<file path="config.mk">
export PLATFORM = sky130hd
export DESIGN_NAME = lcd_ydriver_timing_gen
export DESIGN_NICKNAME = d
export VERILOG_FILES = /design/src/rtl/lcd_timing_pkg.sv /design/src/rtl/lcd_mod_counter.sv /design/src/rtl/lcd_ydriver_timing_gen.sv
export SDC_FILE = /design/constraint.sdc
export NUM_CORES = 1
export LEC_CHECK = 0
export ABC_CLOCK_PERIOD_IN_PS = 2500
export CORE_ASPECT_RATIO = 1.1
export CORE_MARGIN = 2
export CORE_UTILIZATION = 30
export CTS_CLUSTER_DIAMETER = 30
export DETAILED_ROUTE_END_ITERATION = 8
export GPL_TIMING_DRIVEN = 0
export PLACE_DENSITY = 0.45
export SLEW_MARGIN = 30
export SYNTH_ARGS = -nofsm -noshare
export SYNTH_HDL_FRONTEND = slang
export SYNTH_SLANG_ARGS = --single-unit
export TNS_END_PERCENT = 10
</file>
<file path="constraint.sdc">
create_clock -name CLK -period 2.5 [get_ports CLK]
set_clock_uncertainty 0.15 [all_clocks]
set_input_delay 0.375 -clock CLK [delete_from_list [all_inputs] [get_ports CLK]]
set_output_delay 0.375 -clock CLK [all_outputs]
set_load 0.03 [all_outputs]
</file>
<file path="src/rtl/lcd_timing_pkg.sv">
// Shared LCD timing constants and types.
// Holds the DMG defaults (456 dots per line, 154 lines, 144 visible lines),
// the line_cnt width, the Y-driver pin bundle and a counter-width helper.
// The generator, the Y-driver wrappers and the bench all import it, so they
// agree on these values.
package lcd_timing_pkg;

  localparam int unsigned DMG_DOTS_PER_LINE   = 456;
  localparam int unsigned DMG_LINES_PER_FRAME = 154;
  localparam int unsigned DMG_VISIBLE_LINES   = 144;
  localparam int unsigned LINE_CNT_W          = 8;

  // Pins handed to the Y-driver control stage.
  typedef struct packed {
    logic s;
    logic cpl;
    logic fr;
  } ydrv_pins_t;

  // Bits needed to count 0..modulus-1. This is never less than one bit, so
  // a modulus-1 counter stays legal.
  function automatic int unsigned cnt_width(input int unsigned modulus);
    return (modulus <= 2) ? 1 : $clog2(modulus);
  endfunction

endpackage

</file>
<file path="src/rtl/lcd_mod_counter.sv">
// Modulo-N counter with enable, synchronous clear and a wrap flag.
// Ports: clk, rst_n (async active-low), en (advance), clr (sync clear, wins),
//        count (registered value), count_nxt_c (value after this edge),
//        wrap_c (this edge takes count from MODULUS-1 back to 0).
module lcd_mod_counter
  import lcd_timing_pkg::*;
#(
  parameter int unsigned MODULUS = 2,
  parameter int unsigned WIDTH   = cnt_width(MODULUS)
) (
  input  logic             clk,
  input  logic             rst_n,
  input  logic             en,
  input  logic             clr,
  output logic [WIDTH-1:0] count,
  output logic [WIDTH-1:0] count_nxt_c,
  output logic             wrap_c
);

  localparam logic [WIDTH-1:0] LAST = WIDTH'(MODULUS - 1);

  if (MODULUS < 1 || MODULUS > (2 ** WIDTH)) begin : g_bad_modulus
    $error("lcd_mod_counter: MODULUS does not fit in WIDTH");
  end

  logic [WIDTH-1:0] count_q, count_d;

  // Next-count decode. Clear has priority over counting.
  always_comb begin
    wrap_c  = en && !clr && (count_q == LAST);
    count_d = count_q;
    if (clr) begin
      count_d = '0;
    end else if (wrap_c) begin
      count_d = '0;
    end else if (en) begin
      count_d = count_q + WIDTH'(1);
    end
  end

  always_ff @(posedge clk or negedge rst_n) begin
    if (!rst_n) begin
      count_q <= '0;
    end else begin
      count_q <= count_d;
    end
  end

  assign count       = count_q;
  assign count_nxt_c = count_d;

endmodule

</file>
<file path="src/rtl/lcd_ydriver_timing_gen.sv">
// S / CPL / FR pin generator for the LCD row (Y) driver control stage.
// Ports: CLK (dot clock), nRST (async active-low), lcd_on (enable; low parks
//        every pin low and clears the counters),
//        S (frame start shift data), CPL (line clock), FR (polarity reversal),
//        line_cnt (current line), vblank (line_cnt >= VISIBLE_LINES),
//        frame_start (one-cycle pulse at line 0, dot 0).
// Every output is a flop. It is loaded from a decode of the counters' next
// value, so each output changes on the same edge as the counter value it
// describes.
module lcd_ydriver_timing_gen
  import lcd_timing_pkg::*;
#(
  parameter int unsigned DOTS_PER_LINE   = DMG_DOTS_PER_LINE,
  parameter int unsigned LINES_PER_FRAME = DMG_LINES_PER_FRAME,
  parameter int unsigned VISIBLE_LINES   = DMG_VISIBLE_LINES,
  parameter int unsigned CPL_START       = 4,
  parameter int unsigned CPL_WIDTH       = 2,
  parameter int unsigned S_HOLD          = 2,
  parameter int unsigned FR_PERIOD       = 1
) (
  input  logic                  CLK,
  input  logic                  nRST,
  input  logic                  lcd_on,
  output logic                  S,
  output logic                  CPL,
  output logic                  FR,
  output logic [LINE_CNT_W-1:0] line_cnt,
  output logic                  vblank,
  output logic                  frame_start
);

  localparam int unsigned DOT_W   = cnt_width(DOTS_PER_LINE);
  localparam int unsigned FR_W    = cnt_width(FR_PERIOD);
  localparam int unsigned CPL_END = CPL_START + CPL_WIDTH;
  localparam int unsigned S_END   = CPL_START + CPL_WIDTH + S_HOLD;

  if (S_END >= DOTS_PER_LINE) begin : g_bad_dot_params
    $error("lcd_ydriver_timing_gen: CPL_START+CPL_WIDTH+S_HOLD must be < DOTS_PER_LINE");
  end
  if (VISIBLE_LINES >= LINES_PER_FRAME || LINES_PER_FRAME > 256) begin : g_bad_line_params
    $error("lcd_ydriver_timing_gen: need VISIBLE_LINES < LINES_PER_FRAME <= 256");
  end
  if (CPL_WIDTH < 1 || FR_PERIOD < 1) begin : g_bad_width_params
    $error("lcd_ydriver_timing_gen: CPL_WIDTH and FR_PERIOD must be >= 1");
  end

  logic                  run_q, run_d;
  logic                  cnt_en_c, cnt_clr_c;
  logic [DOT_W-1:0]      dot_q, dot_nxt_c;
  logic                  dot_wrap_c;
  logic [LINE_CNT_W-1:0] line_q, line_nxt_c;
  logic                  line_wrap_c;
  logic [FR_W-1:0]       fr_cnt_q, fr_cnt_nxt_c;
  logic                  fr_wrap_c;
  ydrv_pins_t            pins_q, pins_d;
  logic                  vblank_q, vblank_d;
  logic                  frame_start_q, frame_start_d;
  logic                  unused_c;

  // The first enabled edge holds the counters at 0 so that dot 0 of line 0
  // is the first cycle shown. Counting starts on the edge after that.
  always_comb begin
    cnt_en_c  = lcd_on & run_q;
    cnt_clr_c = ~lcd_on;
  end

  lcd_mod_counter #(
    .MODULUS (DOTS_PER_LINE),
    .WIDTH   (DOT_W)
  ) u_dot_cnt (
    .clk         (CLK),
    .rst_n       (nRST),
    .en          (cnt_en_c),
    .clr         (cnt_clr_c),
    .count       (dot_q),
    .count_nxt_c (dot_nxt_c),
    .wrap_c      (dot_wrap_c)
  );

  lcd_mod_counter #(
    .MODULUS (LINES_PER_FRAME),
    .WIDTH   (LINE_CNT_W)
  ) u_line_cnt (
    .clk         (CLK),
    .rst_n       (nRST),
    .en          (dot_wrap_c),
    .clr         (cnt_clr_c),
    .count       (line_q),
    .count_nxt_c (line_nxt_c),
    .wrap_c      (line_wrap_c)
  );

  // Counts lines modulo FR_PERIOD. It is never cleared at frame start, so
  // FR keeps its cadence across frames.
  lcd_mod_counter #(
    .MODULUS (FR_PERIOD),
    .WIDTH   (FR_W)
  ) u_fr_cnt (
    .clk         (CLK),
    .rst_n       (nRST),
    .en          (dot_wrap_c),
    .clr         (cnt_clr_c),
    .count       (fr_cnt_q),
    .count_nxt_c (fr_cnt_nxt_c),
    .wrap_c      (fr_wrap_c)
  );

  // Collects counter outputs this block does not use.
  assign unused_c = ^{dot_q, line_wrap_c, fr_cnt_nxt_c, fr_wrap_c};

  // Pin decode from the counters' next value. Every pin is low while disabled.
  always_comb begin
    run_d         = lcd_on;
    pins_d        = '0;
    vblank_d      = 1'b0;
    frame_start_d = 1'b0;
    if (lcd_on) begin
      pins_d.cpl    = (line_nxt_c < LINE_CNT_W'(VISIBLE_LINES))
                   && (dot_nxt_c >= DOT_W'(CPL_START))
                   && (dot_nxt_c < DOT_W'(CPL_END));
      pins_d.s      = (line_nxt_c == '0) && (dot_nxt_c < DOT_W'(S_END));
      pins_d.fr     = pins_q.fr ^ (dot_wrap_c && (fr_cnt_q == FR_W'(FR_PERIOD - 1)));
      vblank_d      = (line_nxt_c >= LINE_CNT_W'(VISIBLE_LINES));
      frame_start_d = (line_nxt_c == '0) && (dot_nxt_c == '0);
    end
  end

  always_ff @(posedge CLK or negedge nRST) begin
    if (!nRST) begin
      run_q         <= 1'b0;
      pins_q        <= '0;
      vblank_q      <= 1'b0;
      frame_start_q <= 1'b0;
    end else begin
      run_q         <= run_d;
      pins_q        <= pins_d;
      vblank_q      <= vblank_d;
      frame_start_q <= frame_start_d;
    end
  end

  assign S           = pins_q.s;
  assign CPL         = pins_q.cpl;
  assign FR          = pins_q.fr;
  assign line_cnt    = line_q;
  assign vblank      = vblank_q;
  assign frame_start = frame_start_q;

endmodule
</file>
==> After elaboration in Yosys (flattened, before gate mapping) <==
Index checks and enable logic that the tools add are counted.
{ "word_totals": {"ff_bits": 24, "inputBits": 3, "out_inout_bits": 13, "elab_cells": 47} }
{ "op_classes": {"addsub": 3, "n_lt_le_gt_ge": 5, "n_eq_ne": 3, "muxes": 12, "n_bitwise": 3, "reduce_logical": 12} }
{ "op_table": {"columns": ["op", "n"], "rows": [
  ["$mux W9", 3],
  ["$mux W8", 3],
  ["$logic_and A1 B1 Y1", 10],
  ["$add A9 B1 Y9 const B", 1],
  ["$eq A9 B9 Y1 const B", 1],
  ["$ge A9 B3 Y1 const B", 1],
  ["$logic_not A9 Y1", 1],
  ["$lt A9 B3 Y1 const B", 1],
  ["$lt A9 B4 Y1 const B", 1],
  ["$add A8 B1 Y8 const B", 1],
  ["$eq A8 B8 Y1 const B", 1],
  ["$ge A8 B8 Y1 const B", 1],
  ["$logic_not A8 Y1", 1],
  ["$lt A8 B8 Y1 const B", 1],
  ["$mux W1", 5],
  ["$mux W3", 1],
  ["$ne A3 B1 Y1 const B", 1],
  ["$add A1 B1 Y1 const B", 1],
  ["$and A1 B1 Y1", 1],
  ["$not A1 Y1", 1],
  ["$xor A1 B1 Y1", 1]
]} }

==> Longest topological paths before layout <==
{ "depth": {"ltp_word": 11, "mapped_depth": 8} }

==> Cells and area by module <==
A second synthesis with hierarchy kept.
{ "hier_totals": {"cells_unflattened": 119, "hier_area_um2": 1270.0} }
{ "modules_own_cells": {"columns": ["mod", "n_inst", "cells_per_inst", "area_each_um2", "seq_area_each_um2"], "rows": [
  ["lcd_mod_counter at u_dot_cnt", 1, 49, 486.7, 225.2],
  ["lcd_mod_counter at u_line_cnt", 1, 45, 476.7, 200.2],
  ["lcd_ydriver_timing_gen", 1, 22, 266.5, 150.1],
  ["lcd_mod_counter at u_fr_cnt", 1, 3, 40.0, 25.0]
]} }

==> Least setup slack after synthesis <==
OpenSTA, ideal clock, no wires.
{ "synth_timing": {"path_type": "flip-flop to flip-flop", "startpoint": "register u_dot_cnt.count_q[0], in the netlist u_dot_cnt.count[0]", "endpoint": "register frame_start_q, in the netlist frame_start", "arrival_ns": 1.908, "t_required_ns": 2.270, "slack_ns": 0.362, "stages_incl_launch_ff": 8, "n_path_buf": 0, "synth_period_minus_slack_ns": 2.138, "path_cell_list": "dfrtp_1 -> ha_1 -> and4_1 -> nand4_2 -> nand2_2 -> nor2_2 -> or4_4 -> nor3_2"} }
{ "synth_between": {"elab_cells_between_ends": 15, "classes_between": "add/sub (1); eq/ne (1); mux (7); reduce/logical (6)"} }
{ "synth_lines": {"columns": ["item", "line", "source"], "rows": [
  ["from (decl)", "lcd_mod_counter.sv:26", "logic [WIDTH-1:0] count_q, count_d;"],
  ["from (signal assigned)", "lcd_mod_counter.sv:45", "count_q <= count_d;"],
  ["$add A9 B1 Y9 or $eq A9 B9 Y1 (tied branches)", "lcd_mod_counter.sv:37, lcd_mod_counter.sv:30", null],
  ["$mux W9 or $logic_and A1 B1 Y1 (tied branches)", "lcd_mod_counter.sv:36, lcd_mod_counter.sv:30", null],
  ["$mux W9 *", "lcd_mod_counter.sv:34", "end else if (wrap_c) begin"],
  ["$mux W9 *", "lcd_mod_counter.sv:32", "if (clr) begin"],
  ["via dot_nxt_c[7]", "lcd_ydriver_timing_gen.sv:49", "logic [DOT_W-1:0] dot_q, dot_nxt_c;"],
  ["$logic_not A9 Y1 *", "lcd_ydriver_timing_gen.sv:124", "frame_start_d = (line_nxt_c == '0) && (dot_nxt_c == '0);"],
  ["$logic_and A1 B1 Y1 *", "lcd_ydriver_timing_gen.sv:124", null],
  ["$mux W1 *", "lcd_ydriver_timing_gen.sv:117", "if (lcd_on) begin"],
  ["via frame_start_d", "lcd_ydriver_timing_gen.sv:57", "logic frame_start_q, frame_start_d;"],
  ["to (signal assigned)", "lcd_ydriver_timing_gen.sv:138", "frame_start_q <= frame_start_d;"],
  ["to (decl)", "lcd_ydriver_timing_gen.sv:57", null]
]} }
Mark *: on every way through the listed nets, which the timed path passes. The rest lies on a longest branch.
A chain may end at the register's enable or synchronous reset.

==> Worst setup path in the final report <==
{ "layout_timing": {"startpoint": "register u_dot_cnt.count_q[0], in the netlist u_dot_cnt.count[0]", "endpoint": "register frame_start_q, in the netlist frame_start"} }
{ "layout_between": {"elab_chain_cells": 9, "elab_cells_between_ends": 15, "classes_between": "add/sub (1); eq/ne (1); mux (7); reduce/logical (6)"} }
{ "layout_rtl": {"columns": ["item", "line"], "rows": [
  ["branches (longest 7 deep; another with $add A9 B1 Y9)", null],
  ["$logic_and A1 B1 Y1 *", "lcd_ydriver_timing_gen.sv:124"],
  ["$mux W1 *", "lcd_ydriver_timing_gen.sv:117"],
  ["via frame_start_d", "lcd_ydriver_timing_gen.sv:57"]
]} }
Mark *: on every way through the listed nets, which the timed path passes.

==> impl.org <==
** Drt
- After detailed routing, the number of remaining DRC violations is 0.
- First drt pass iteration count :: 4
- The count of nets left with antenna violations once routing finished came out at 0.
- After detailed routing, the average wire length per cell comes to 13.4 um.
- After detailed routing, the number of vias per cell comes to 4.92.
- The routed design has 2.84 mm of wire.
- Number of violations reported at the end of detailed-routing iteration 0 :: 39
- The routed layout has 1044 vias.

** Critical path
- Crit path max-delay cell type :: dfrtp_1
- Type of element launching the critical path :: flop
- Data arrival time at the worst-slack endpoint :: 2.39 ns
- Data required time of the critical path :: 2.54 ns
- The largest single stage delay on the critical path is 0.44 ns.
- Crit Path Max Fanout :: 6
- STA classifies the critical path endpoint as a flop.
- The critical path goes through ha_1 > and4_4 > and4_1 > buf_4 > nand4_1 > mux2i_2 > a41oi_2 > nor3_2.
- Type of the setup path with the least slack :: reg2reg

** Clocking
- CTS clock-pin slew for the worst setup and hold paths :: 0.08 ns
- Buffers inserted during post-CTS setup optimization :: 0
- No sink is reached through more buffers than the 2 on the longest clock path.
- TritonCTS built the clock tree.
- Clock buffer count from CTS :: 3
- The cell sitting at the root of the clock tree is a clkbuf_8.
- Clock latency on the worst-skew pair :: 0.26 ns
- Number of H-tree branching levels :: 1
- CTS Sinks :: 24

** Power and ir drop
- Of the total power, combinational logic draws 0.070.
- After layout, the design draws a total of 793 uW.
- In this run the power density over the cells is 465 nW/um^2.
- Standby leakage power :: 0.000705 uW
- The worst-case IR drop observed on VDD is 0.153 mV.
- Switching share of power :: 0.205
- For this design the total switching power over the nets is 163 uW.
- Internal power comes to 630 uW.
- The share of total power dissipated in sequential elements is 0.505.
- The share of total power dissipated in the clock network is 0.424.

** Yosys
- In this run the cell area of the synthesized design comes to 1360 sq um.
- Main synth FF type :: dfrtp_1
- Of all flip-flops after synthesis, the portion carrying an async set or reset was 1.00.
- Syn Nets :: 144
- Yosys mapped a number of flops with a built-in enable equal to 0.
- For this run, the register share of the synthesized area comes to 0.440.
- Each instance of the synthesized netlist takes up on average 9.88 sq um.
- Yosys warns :: 0
- The netlist uses 43 different library cells.
- In this run, synthesis produced a sequential element count of 24.
- Counting every instance in the synthesized netlist gives 138.

** Placed design
- Cell area after placement :: 1580 sq um
- Number of buffers inserted by port buffering :: 15
- Detailed Place HPWL :: 2.13 mm
- Placer's final routability congestion estimate :: 0.765
- Dpl ws :: -0.310 ns
- After detailed placement, the design holds a cell count of 207.

** Global route
- Number of global-route vias before repair :: 1059
- Overall Global Routing Usage :: 0.129
- Pin count of the biggest net entering global routing :: 25
- Wire length of the first global-routing pass :: 4.96 mm
- Initial antenna violation count :: 0
- Grt total ovfl :: 0

** Die
- Measured along the x axis, the die boundary spans 68.3 um.
- The die is 74.7 um tall.
- For this configuration, the core starts out at a cell density of 0.314.
- Area of the core region :: 4350 sq um
- Num rows :: 25
- I/O pin total :: 16
- The floorplan step defined a die boundary enclosing 5100 sq um.

** Finish
- The library cell used most frequently in the layout, excluding fill and tap cells, is dfrtp_1.
- Fraction of layout cells with a size suffix above 1 :: 0.146
- Design area :: 1700 sq um
- 0 antenna diodes ended up in the layout.
- At the end of the flow the core is filled with cells to 0.392.
- The library cells used most frequently in the layout, excluding fill and tap cells, are dfrtp_1 (23), nor2_1 (17), nand2_1 (13), clkdlybuf4s50_1 (13), xnor2_1 (8).
- Number of nets in the layout :: 165
- Synth-to-layout area growth :: 25.0%
- Count of placed standard cells in the final layout, fillers left out :: 212

** STA
- Static timing analysis puts the maximum clock frequency at 426 MHz.
- For the pin with the worst max-slew slack, the measured transition is 0.547 ns.
- Hold Violations, Final :: 0
- In the finished design, the share of the clock period the worst path needs comes to 0.939.
- Setup repair after global routing left no endpoint under its margin.
- Final count of pins violating max slew :: 0
- In this run the tightest slew margin relative to its limit is 0.636.
- The smallest clock period supported by the final layout is computed as 2.35 ns.
- Setup violations remaining at the end of the flow were counted as 0.
- Across all setup checks in the final design, the least slack found is 0.153 ns.

** Status
- The run finished with clean final reports.

** Flow run
- Number of maximum-capacitance violations :: 0

** Hold path
- The path class of the tightest hold or removal check is in2reg.
==> what timing repair did <==
action                     in CTS  in global routing
pin swaps                       0                  1
setup endpoints to repair       1                  3
hold endpoints to repair       24                  0
hold buffers                    1                  0
resized for setup               1                  9
==> state kept, by name (all words and copies together), names as in the netlist <==
signal,cells
CPL,1
u_dot_cnt.count,9
u_line_cnt.count,8
FR,1
S,1
frame_start,1
run_q,1
u_fr_cnt.count,1
vblank,1
==> cells in the mapped netlist, types with 2 or more instances <==
cell	count	area, sq um
dfrtp_1	24	601
nor2_1	17	63.8
nand2_1	13	48.8
xnor2_1	8	70.1
xor2_1	6	52.6
a21oi_1	5	25.0
nand3_1	5	25.0
and4_1	4	35.0
mux2i_1	4	40.0
nand4_1	4	25.0
and2_1	3	18.8
clkbuf_1	3	11.3
ha_1	3	37.5
nor3_1	3	15.0
a21o_1	2	15.0
and3_1	2	12.5
buf_2	2	10.0
nor3_2	2	20.0
nor3b_1	2	15.0
o31ai_1	2	15.0
or3_1	2	12.5
==> worst paths after layout <==
check,start,to,slack (ns),cells after the start
worst min register to register,u_fr_cnt.count$_DFFE_PN0P_,u_fr_cnt.count$_DFFE_PN0P_,0.39,1
min in group asynchronous,nRST,run_q$_DFF_PN0_,0.48,2
worst max register to register,u_dot_cnt.count[0]$_DFF_PN0_,frame_start$_DFF_PN0_,0.15,8
max in group asynchronous,nRST,u_dot_cnt.count[1]$_DFF_PN0_,1.33,2
worst min-delay path,lcd_on,run_q$_DFF_PN0_,0.22,1
worst max-delay path,u_dot_cnt.count[0]$_DFF_PN0_,frame_start$_DFF_PN0_,0.15,8
==> logic make-up after synthesis <==
logic type      count (synthesis)  synth area share
simple gates                   67             0.283
fa+ha+maj                       3            0.0275
xor+xnor                       14            0.0899
mux                             5            0.0376
flops                          24             0.440
compound gates                 17            0.0890
buf+inv                         8            0.0321
==> metrics by stage <==
stage          setup TNS (ns)  hold slack (ns)
2_1_floorplan               0          -0.0706
3_3_place_gp            -1.30            0.361
3_5_place_dp            -1.58            0.254
4_1_cts              -0.00763            0.395
5_1_grt                     0            0.223
6_report                    0            0.223
==> power by group through the flow <==
| stage | registers, uW | clock network, uW | logic (uW) |
|---|---|---|---|
| floorplan | 412 | 0 | 26.8 |
| global placement | 408 | 0 | 55.0 |
| detailed placement | 408 | 0 | 55.1 |
| CTS | 400 | 348 | 56.3 |
| global route | 402 | 364 | 63.6 |
| finish | 401 | 336 | 55.9 |
==> area by class of cell <==
type | count | area [sq um]
tap | 54 | 67.6
fill | 446 | 2640
buffer | 7 | 40.0
multi-input combinational | 106 | 762
clock buffer | 3 | 41.3
inverter | 1 | 3.75
clock inverter | 1 | 30.0
sequential | 24 | 602
timing repair buffer | 16 | 158
==> worst max-delay path: cells and delay by family, from the launching register on <==
kind / cells / cell delay (ns)
flip-flops: 1 / 0.44
multiplexers: 1 / 0.29
AND/OR/NAND/NOR: 4 / 0.83
adder cells (fa/ha/maj): 1 / 0.25
AO/OA/AOI/OAI: 1 / 0.17
buffers and inverters: 1 / 0.15
==> metal layers <==
metal,vias to the layer above,track usage,routed length [um]
met1,498,0.173,1370
li1,529,-,-
met5,-,0,0
met2,15,0.207,1380
met3,2,0.0224,64
met4,0,0.0533,25
No activity file was read; power rests on OpenSTA's default activity.
